## config.mk

```make
export PLATFORM = sky130hd
export DESIGN_NAME = alu_core
export DESIGN_NICKNAME = d
export VERILOG_FILES = /design/src/rtl/alu_lockstep_checker_pkg.sv /design/src/rtl/alu_lockstep_checker_alu_core.sv
export SDC_FILE = /design/constraint.sdc
export NUM_CORES = 1
export LEC_CHECK = 0
export CORE_UTILIZATION = 25
export DETAILED_ROUTE_END_ITERATION = 6
export PLACE_DENSITY = 0.51
export REMOVE_ABC_BUFFERS = 1
export SLEW_MARGIN = 30
export SYNTH_ARGS = -nofsm -noshare
export SYNTH_HDL_FRONTEND = slang
export SYNTH_SLANG_ARGS = --single-unit
```

## constraint.sdc

```tcl
create_clock -name vclk -period 3.9
set_input_delay 0.975 -clock vclk [all_inputs]
set_output_delay 0.975 -clock vclk [all_outputs]
set_load 0.05 [all_outputs]
```

## src/rtl/alu_lockstep_checker_pkg.sv

```systemverilog
// Shared op-select and supervision-state encodings for the lockstep ALU checker.
package alu_lockstep_pkg;

  localparam logic [1:0] OP_ADD = 2'b00;
  localparam logic [1:0] OP_SUB = 2'b01;
  localparam logic [1:0] OP_AND = 2'b10;
  localparam logic [1:0] OP_XOR = 2'b11;

  typedef enum logic [1:0] {
    ST_OK       = 2'b00,
    ST_DEGRADED = 2'b01,
    ST_FAULT    = 2'b10
  } state_e;

endpackage

```

## src/rtl/alu_lockstep_checker_alu_core.sv

```systemverilog
// One combinational ALU channel: ADD/SUB with carry/borrow, AND, XOR.
module alu_core
  import alu_lockstep_pkg::*;
#(
  parameter int unsigned WIDTH = 8
) (
  input  logic [WIDTH-1:0] a,
  input  logic [WIDTH-1:0] b,
  input  logic [1:0]       sel,
  output logic [WIDTH-1:0] out,
  output logic             carry
);

  always_comb begin
    out   = '0;
    carry = 1'b0;
    case (sel)
      OP_ADD:  {carry, out} = {1'b0, a} + {1'b0, b};
      OP_SUB: begin
        out   = a - b;
        carry = (a < b);
      end
      OP_AND:  out = a & b;
      OP_XOR:  out = a ^ b;
      default: ;
    endcase
  end

endmodule

```

======== Yosys cells after proc, flatten, opt, wreduce, memory -nomap -nowiden ========
Cells that the tools add are included.
word-level totals
  register bits after elaboration ......... 0
  logic and storage cells ................. 11
cells by class
  $add $sub $neg .......................... 2
  magnitude comparators ................... 1
  equality and inequality tests ........... 3
  muxes and demuxes ....................... 2
  bitwise gates (word level) .............. 2
  reductions and logical operators ........ 1
operators with widths
  cell                  count
  $pmux W8 S4           1
  $add A8 B8 Y9         1
  $and A8 B8 Y8         1
  $lt A8 B8 Y1          1
  $sub A8 B8 Y8         1
  $xor A8 B8 Y8         1
  $eq A2 B2 Y1 const B  2
  $eq A2 B1 Y1 const B  1
  $logic_not A2 Y1      1
  $pmux W1 S2           1

======== Logic depth before layout (Yosys ltp) ========
Gate-level depths: netlist of the first run.
  depth after elaboration ................. 2
  mapped depth ............................ 8
  depth with buffers taken out ............ 8

======== Worst setup path after synthesis of the first run ========
No wires, ideal clock.
  path type ............................... input-to-output
  start point ............................. in a[0]
  end point ............................... out carry
  arrival ................................. 3.394 ns
  data required time ...................... 2.925 ns
  path slack .............................. -0.469 ns
  cell stages on the path ................. 8
  buffers on the path ..................... 0
  path through ............................ ha_1 inv_1 fa_1 nor3_2 nor3_2 o31ai_2 nor4_1 a311oi_1
between the ends
  cells in the longest elaborated chain, start to end .. 2
RTL lines
  item                                           RTL line                                                                  RTL
  start, declared                                alu_lockstep_checker_alu_core.sv:7                                        input logic [WIDTH-1:0] a,
  $add A8 B8 Y9 or $lt A8 B8 Y1 (tied branches)  alu_lockstep_checker_alu_core.sv:18, alu_lockstep_checker_alu_core.sv:21
  $pmux W1 S2 (*)                                alu_lockstep_checker_alu_core.sv:17                                       case (sel)
  end, declared                                  alu_lockstep_checker_alu_core.sv:11                                       output logic carry
Every way passes the cells marked *; elsewhere a longest branch is shown, timed or not.

======== Worst setup path in the final report of the first run ========
  start point ............................. in a[2]
  end point ............................... out out[6]
between the ends
  cells in the longest elaborated chain, start to end .. 2
RTL lines
  item                                            RTL line                                                                  RTL
  $sub A8 B8 Y8 or $add A8 B8 Y9 (tied branches)  alu_lockstep_checker_alu_core.sv:20, alu_lockstep_checker_alu_core.sv:18
  $pmux W8 S4 (*)                                 alu_lockstep_checker_alu_core.sv:17
  end, declared                                   alu_lockstep_checker_alu_core.sv:10                                       output logic [WIDTH-1:0] out,
Marked as above.

==> reports/qor.yml, run 1 <==
final_max_slew_viol_count: 0
rsz0062_at_grt: "false"
vdd_drop_max_v: 0.0000776
slowest_delay_ns: 0.33
die-height_um: 62.8
wl_um: 2770
grt_usage_pct: 14.1
first_pass_iters: 4
diodes: 0
antenna_left: 0
critPathKind: "in -> out"
status: "finished, final reports clean"
cpMaxStageDelayCell: "a211o_1"
cp_data_arrival_time_ns: 2.82
max-slew-margin-rel_pct: 76.4
grt_antenna_before_repair: 0
grt_pass1_vias: 1113
dieArea_sq_um: 3950
netlist_instances: 134
drc: 0
io_pins: 27
crit_chain: "clkdlybuf4s15_1, buf_4, ha_1, nor2b_1, nor3_2, o31ai_2, buf_4, o211a_1, a211o_1, buf_12"
dp.cells: 222
crit_required_ns: 2.92
hold_start: "b[0]"
ys_warn_count: 0
fin_cells: 227
critPathBufInv: 4
drive_above_1_share_pct: 35.4
vias: 1133
fin_area_sq_um: 1580
crit_family: "buffers and inverters"
ys_types: 42
coreArea_sq_um: 3440
hpwl_um: 2200
hold_viol: 0
max_freq_mhz: 264
multi_input_area_sq_um: 917
finalCritPeriodShare_pct: 97.2
gr-total-overflow: 0
finalCriticalPeriod_ns: 3.79
avgSynthCellArea_sq_um: 6.90
layout.nets: 219
p_per_area_nw_per_um2: 193
whs_ns: 2.42
drv_cap: 0
place.gp.congestion: 0.853
regArea_sq_um: 0
worst_setup_path_start_kind: "primary input"
leakagePower_nw: 0.748
numPortBuffers: 27
netlist_area_sq_um: 925
postPlaceCellArea_sq_um: 1470
seq_cell_count: 0
critical_path_peak_fanout: 2
final.setup.tns_ns: 0
area_growth_pct: 71.3
drt_iter0_drc: 64
die_w_um: 62.8
setup.worst_path.start: "a[2]"
setup_viol: 0
setup.worst_path.end_class: "output port"
rows: 21
seq_area_frac_synth_pct: 0
vias_per_cell: 4.99
wire_per_inst_um: 12.2
crit_top_cell: "buf_4"
clkbuf_count: 0
grt_max_degree: 22
hold_path.class: "in -> out"
power_mw: 0.306
nFillCells: 342
grt_pass1_wl_um: 4700
start_util_pct: 26.9
worst-slew-pin-transition_ns: 0.350
stage by stage:
stage / utilization [%] / setup WS [ns]
after floorplan: - / -0.469
after global placement: 42.8 / -0.268
after detailed placement: 42.8 / -0.320
after CTS: 45.7 / 0.00203
after global routing: 46.0 / 0.00618
final: 46.0 / 0.108
cells in the final DEF, fill, tap and decap left out, types with 2 or more instances in the layout:
| cell | netlist | layout |
|---|---|---|
| buf_4 | 1 | 27 |
| inv_1 | 18 | 11 |
| nand2_1 | 11 | 11 |
| o21ai_0 | 10 | 10 |
| ha_1 | 16 | 10 |
| nor2_1 | 9 | 9 |
| a21oi_1 | 10 | 9 |
| buf_12 | 0 | 9 |
| inv_2 | 1 | 8 |
| ha_4 | 0 | 6 |
| dlygate4sd2_1 | 0 | 6 |
| clkdlybuf4s50_1 | 0 | 6 |
| o211ai_1 | 3 | 3 |
| nor2b_1 | 5 | 3 |
| o211a_1 | 3 | 3 |
| xnor2_1 | 3 | 3 |
| nor4_1 | 3 | 3 |
| nor2b_2 | 0 | 2 |
| a21o_1 | 2 | 2 |
| a21oi_2 | 1 | 2 |
| nor3_1 | 2 | 2 |
| o21ai_1 | 2 | 2 |
| or4_1 | 2 | 2 |
| and3_1 | 2 | 2 |
| buf_2 | 4 | 2 |
| clkbuf_2 | 0 | 2 |
area by class of cell:
| class | instances | share of cell area (%) |
|---|---|---|
| Tap cell | 46 | 3.63 |
| Timing Repair Buffer | 54 | 34.0 |
| Multi-Input combinational cell | 108 | 57.9 |
| Inverter | 19 | 4.50 |
path summary, 6_finish.rpt:
path                  endpoint  slack (ns)  cells after the start
worst max-delay path    out[6]        0.11                     10
worst min-delay path    out[0]        2.42                      4
cell usage after synthesis, drive strengths merged, types with 2 or more instances:
cell type  count  area share [%]
inv           19             7.7
fa             2             4.3
nor3           4             3.2
ha            16              22
clkbuf         2            0.81
nor2b          5             3.4
o211a          3             3.2
nor2           9             3.7
a21oi         11             6.4
a21o           2             1.6
and3           2             1.4
nor4           3             2.0
o21ai         12             6.5
o211ai         3             2.4
nand2         11             4.5
o31ai          2             2.2
a221oi         2             1.9
xnor2          3             2.8
buf            5             3.0
or4            2             1.6
kinds of logic (layout without fill, tap and decap cells):
kind of cell | count (synthesis) | count (layout) | synth area share (%)
compound gates | 45 | 45 | 33.4
buf+inv | 26 | 73 | 11.5
simple gates | 40 | 40 | 22.7
fa+ha+maj | 18 | 18 | 26.0
xor+xnor | 3 | 3 | 2.84
mux | 2 | 2 | 3.52
metal layers:
| layer | GRT usage, % | up-vias | wire (um) |
|---|---|---|---|
| met5 | 0 | - | 0 |
| met4 | 1.74 | 0 | 25 |
| met3 | 0.365 | 3 | 103 |
| met2 | 27.4 | 31 | 1390 |
| met1 | 17.4 | 523 | 1250 |
| li1 | - | 576 | - |
power breakdown:
part | switching, mW | internal (mW) | total (mW)
logic | 0.154 | 0.152 | 0.306
registers | 0 | 0 | 0
clock network | 0 | 0 | 0
total | 0.154 | 0.152 | 0.306
timing repair:
action	4_1_cts	5_1_grt
resized for setup	32	13
endpoints found under the hold margin	0	0
pin swaps	13	6
setup buffers	6	0
setup endpoints to repair	5	5
hold buffers	0	0
Power figures use the tool's default switching activity.
==> run 2: changes to the inputs <==
==> constraint.sdc (replaced) <==
create_clock -name vclk -period 3.9
set_input_delay 0.975 -clock vclk [all_inputs]
set_output_delay 0.975 -clock vclk [all_outputs]
set_load 0.005 [all_outputs]
==> reports/qor.yml, run 2 (synthesized netlist as in run 1, its figures left out) <==
status: "finished, final reports clean"
dp.cells: 232  # +4.5%
die_w_um: 62.8  # unchanged
vias_per_cell: 4.82  # -3.4%
first_pass_iters: 4  # unchanged
crit_family: "buffers and inverters"
clkbuf_count: 0  # unchanged
vdd_drop_max_v: 0.0000494  # -36%
critical_path_peak_fanout: 5  # +3
hpwl_um: 2250  # +2.4%
fin_util_pct: 46.8  # +0.76 points
max_freq_mhz: 263  # -0.32%
dieArea_sq_um: 3950  # unchanged
layout_commonest_cell: "buf_4"
wl_met3_um: 31  # -70%
slowest_delay_ns: 0.39  # +0.06 ns
drc: 0  # unchanged
worst_setup_path_start_kind: "primary input"
rsz0062_at_grt: "false"
vias: 1172  # +3.4%
fin_cells: 243  # +7.0%
seq_cell_count: 0  # unchanged
setup.worst_path.end_class: "output port"
pre_cts_ws_ns: -0.601  # -0.281 ns
drv_cap: 0  # unchanged
crit_required_ns: 2.92  # about the same
max-slew-margin-rel_pct: 71.1  # -5.3 points
hold_path.class: "in -> out"
rows: 21  # unchanged
start_util_pct: 26.9  # unchanged
postPlaceCellArea_sq_um: 1470  # -0.17%
p_per_area_nw_per_um2: 141  # -27%
wl_met1_um: 1430  # +14%
dr_wl_met2_um: 1510  # +8.7%
grt_pass1_wl_um: 5110  # +8.7%
worst_slack_ns: 0.0958  # -0.0122 ns
gr-total-overflow: 0  # unchanged
cpMaxStageDelayCell: "or4_1"
critPathBufInv: 3  # -1
wl_um: 2970  # +7.1%
place.gp.congestion: 0.812  # -4.7%
hold_viol: 0  # unchanged
finalCriticalPeriod_ns: 3.80  # +0.0122 ns
leakagePower_nw: 0.811  # +8.4%
drt_iter0_drc: 53  # -17%
grt_usage_pct: 15.4  # +1.3 points
grt_antenna_before_repair: 0  # unchanged
diodes: 0  # unchanged
crit_chain: "dlygate4sd2_1, ha_4, nor2b_1, buf_4, o21a_1, or4_1, a21oi_1, nor2_1, dlygate4sd2_1"
antenna_left: 0  # unchanged
critPathKind: "in -> out"
regArea_sq_um: 0  # unchanged
die-height_um: 62.8  # unchanged
final_cell_mix: "buf_4, inv_1, nand2_1, ha_1"
worst-slew-pin-transition_ns: 0.432  # +0.0818 ns
final_max_slew_viol_count: 0  # unchanged
finalCritPeriodShare_pct: 97.5  # +0.31 points
area_growth_pct: 74.2
highest_layer: "met3"
drive_above_1_share_pct: 38.6  # +3.2 points
coreArea_sq_um: 3440  # unchanged
io_pins: 27  # unchanged
fin_area_sq_um: 1610  # +1.7%
numPortBuffers: 27  # unchanged
power_mw: 0.228  # -26%
cp_data_arrival_time_ns: 2.83  # about the same
grt_pass1_vias: 1150  # +3.3%
worstHoldPathCells: 3  # -1
layout.nets: 235  # +7.3%
nFillCells: 364  # +6.4%
crit_top_cell: "dlygate4sd2_1"
setup_viol: 0  # unchanged
cp_num_cells: 9  # -1
grt_max_degree: 23  # +4.5%
wire_per_inst_um: 12.2  # about the same
==> run 2: final cells by class <==
class,count,area (sq um),area share [%]
Tap cell,46,57.6,3.57
Timing Repair Buffer,70,577,35.8
Multi-Input combinational cell,108,905,56.2
Inverter,19,71.3,4.43
==> run 2: worst min-delay path: stages <==
cell	delay, ns
dlymetal6s2s_1	0.25
o21ai_0	0.20
dlymetal6s2s_1	0.12
==> run 2: power by group <==
part | leakage (nW) | internal, mW | switching, mW
logic | 0.811 | 0.128 | 0.100
registers | 0 | 0 | 0
clock network | 0 | 0 | 0
total | 0.811 | 0.128 | 0.100
==> run 2: repair_timing <==
item / CTS / global route
setup endpoints to repair: 8 / 8
pin swaps: 13 / 9
gates resized for setup: 51 / 10
hold buffers: 0 / 0
buffers inserted: 9 / 2
==> run 2: path summary, 6_finish.rpt <==
check	startpoint	slack (ns)	to
setup / recovery	a[2]	0.1	out[4]
hold / removal	sel[1]	2.53	out[2]
==> run 2: layer usage <==
layer	vias to the layer above	global-route usage, %
met5	-	0
met4	0	0
met3	0	0
met2	15	30.7
met1	543	19.4
li1	614	-
==> run 2: metrics by stage <==
stage	setup TNS, ns	hold slack (ns)
final	0	2.53
after global routing	0	2.63
after CTS	0	2.77
after detailed placement	-3.01	3.04
after global placement	-2.85	3.04
after floorplan	0	2.01
==> run 3: changes to the inputs <==
--- a/config.mk
+++ b/config.mk
@@ -7,6 +7,7 @@
 export LEC_CHECK = 0
 export CORE_UTILIZATION = 25
 export DETAILED_ROUTE_END_ITERATION = 6
+export MAX_ROUTING_LAYER = met4
 export PLACE_DENSITY = 0.51
 export REMOVE_ABC_BUFFERS = 1
 export SLEW_MARGIN = 30
==> reports/qor.yml, run 3 (synthesized netlist as in run 1, its figures left out) <==
hpwl_um: 2250  # unchanged
io_pins: 27  # unchanged
grt_pass1_wl_um: 5120  # +0.25%
pre_cts_ws_ns: -0.601  # unchanged
drc: 0  # unchanged
critical_path_peak_fanout: 5  # unchanged
rsz0062_at_grt: "false"
status: "finished, final reports clean"
regArea_sq_um: 0  # unchanged
layout_commonest_cell: "buf_4"
max_freq_mhz: 263  # unchanged
drive_above_1_share_pct: 38.6  # unchanged
final_max_slew_viol_count: 0  # unchanged
die_w_um: 62.8  # unchanged
ctsHoldBuffers: 0  # unchanged
postPlaceCellArea_sq_um: 1470  # unchanged
crit_required_ns: 2.92  # about the same
setup.worst_path.end_class: "output port"
place.gp.congestion: 0.824  # +1.5%
final.setup.tns_ns: 0  # unchanged
first_pass_iters: 4  # unchanged
start_util_pct: 26.9  # unchanged
finalCritPeriodShare_pct: 97.5  # unchanged
hold_path.class: "in -> out"
fin_util_pct: 46.8  # unchanged
coreArea_sq_um: 3440  # unchanged
dieArea_sq_um: 3950  # unchanged
max-slew-margin-rel_pct: 71.1  # about the same
final_cell_mix: "buf_4, inv_1, nand2_1, ha_1"
grt_max_degree: 23  # unchanged
diodes: 0  # unchanged
vias_per_cell: 4.82  # unchanged
clkbuf_count: 0  # unchanged
p_per_area_nw_per_um2: 141  # about the same
worst-slew-pin-transition_ns: 0.432  # -0.00000358 ns
grt_antenna_before_repair: 0  # unchanged
rows: 21  # unchanged
layout.nets: 235  # unchanged
drv_cap: 0  # unchanged
numPortBuffers: 27  # unchanged
finalCriticalPeriod_ns: 3.80  # unchanged
power_mw: 0.228  # about the same
dp.cells: 232  # unchanged
vias: 1172  # unchanged
antenna_left: 0  # unchanged
worst_slack_ns: 0.0958  # unchanged
fin_area_sq_um: 1610  # unchanged
critPathKind: "in -> out"
area_growth_pct: 74.2  # unchanged
fin_cells: 243  # unchanged
hold_viol: 0  # unchanged
drt_iter0_drc: 57  # +7.5%
wire_per_inst_um: 12.2  # unchanged
grt_usage_pct: 15.9  # +0.47 points
whs_ns: 2.53  # unchanged
grt_pass1_vias: 1151  # +0.087%
setup_viol: 0  # unchanged
worst_setup_path_start_kind: "primary input"
cp_data_arrival_time_ns: 2.83  # about the same
leakagePower_nw: 0.811  # unchanged
wl_um: 2970  # unchanged
seq_cell_count: 0  # unchanged
gr-total-overflow: 0  # unchanged
vdd_drop_max_v: 0.0000494  # unchanged
die-height_um: 62.8  # unchanged
run 3: cell counts in the layout (fill, tap and decap cells not counted):
Identical to the previous run, type by type.
run 3: timing repair:
action / in CTS / in global routing
pin swaps: 13 / 9
setup buffers: 9 / 2
endpoints found under the setup margin: 8 / 8
gates resized for setup: 51 / 10
run 3: worst paths after layout:
kind	startpoint	endpoint	depth (start not counted)
worst max-delay path	a[2]	out[4]	9
worst min-delay path	sel[1]	out[2]	3
run 3: critical path, stage by stage:
cell and delay, ns:
dlygate4sd2_1 0.28, ha_4 0.27, nor2b_1 0.14, buf_4 0.13, o21a_1 0.18, or4_1 0.39
a21oi_1 0.15, nor2_1 0.05, dlygate4sd2_1 0.26
run 3: power by group:
part	leakage [nW]	total (mW)	switching, mW	internal (mW)
clock network	0	0	0	0
logic	0.811	0.228	0.100	0.128
registers	0	0	0	0
run 3: layout make-up:
type,instances,area [sq um]
Fill cell,364,1830
Multi-Input combinational cell,108,905
Timing Repair Buffer,70,577
Inverter,19,71.3
Tap cell,46,57.6
run 3: per-layer routing:
metal	up-vias	GRT usage (%)	share of wire, %
li1	614	-	-
met2	15	30.7	51
met5	-	-	0
met4	0	0	0
met1	543	19.5	48
met3	0	0	1.0
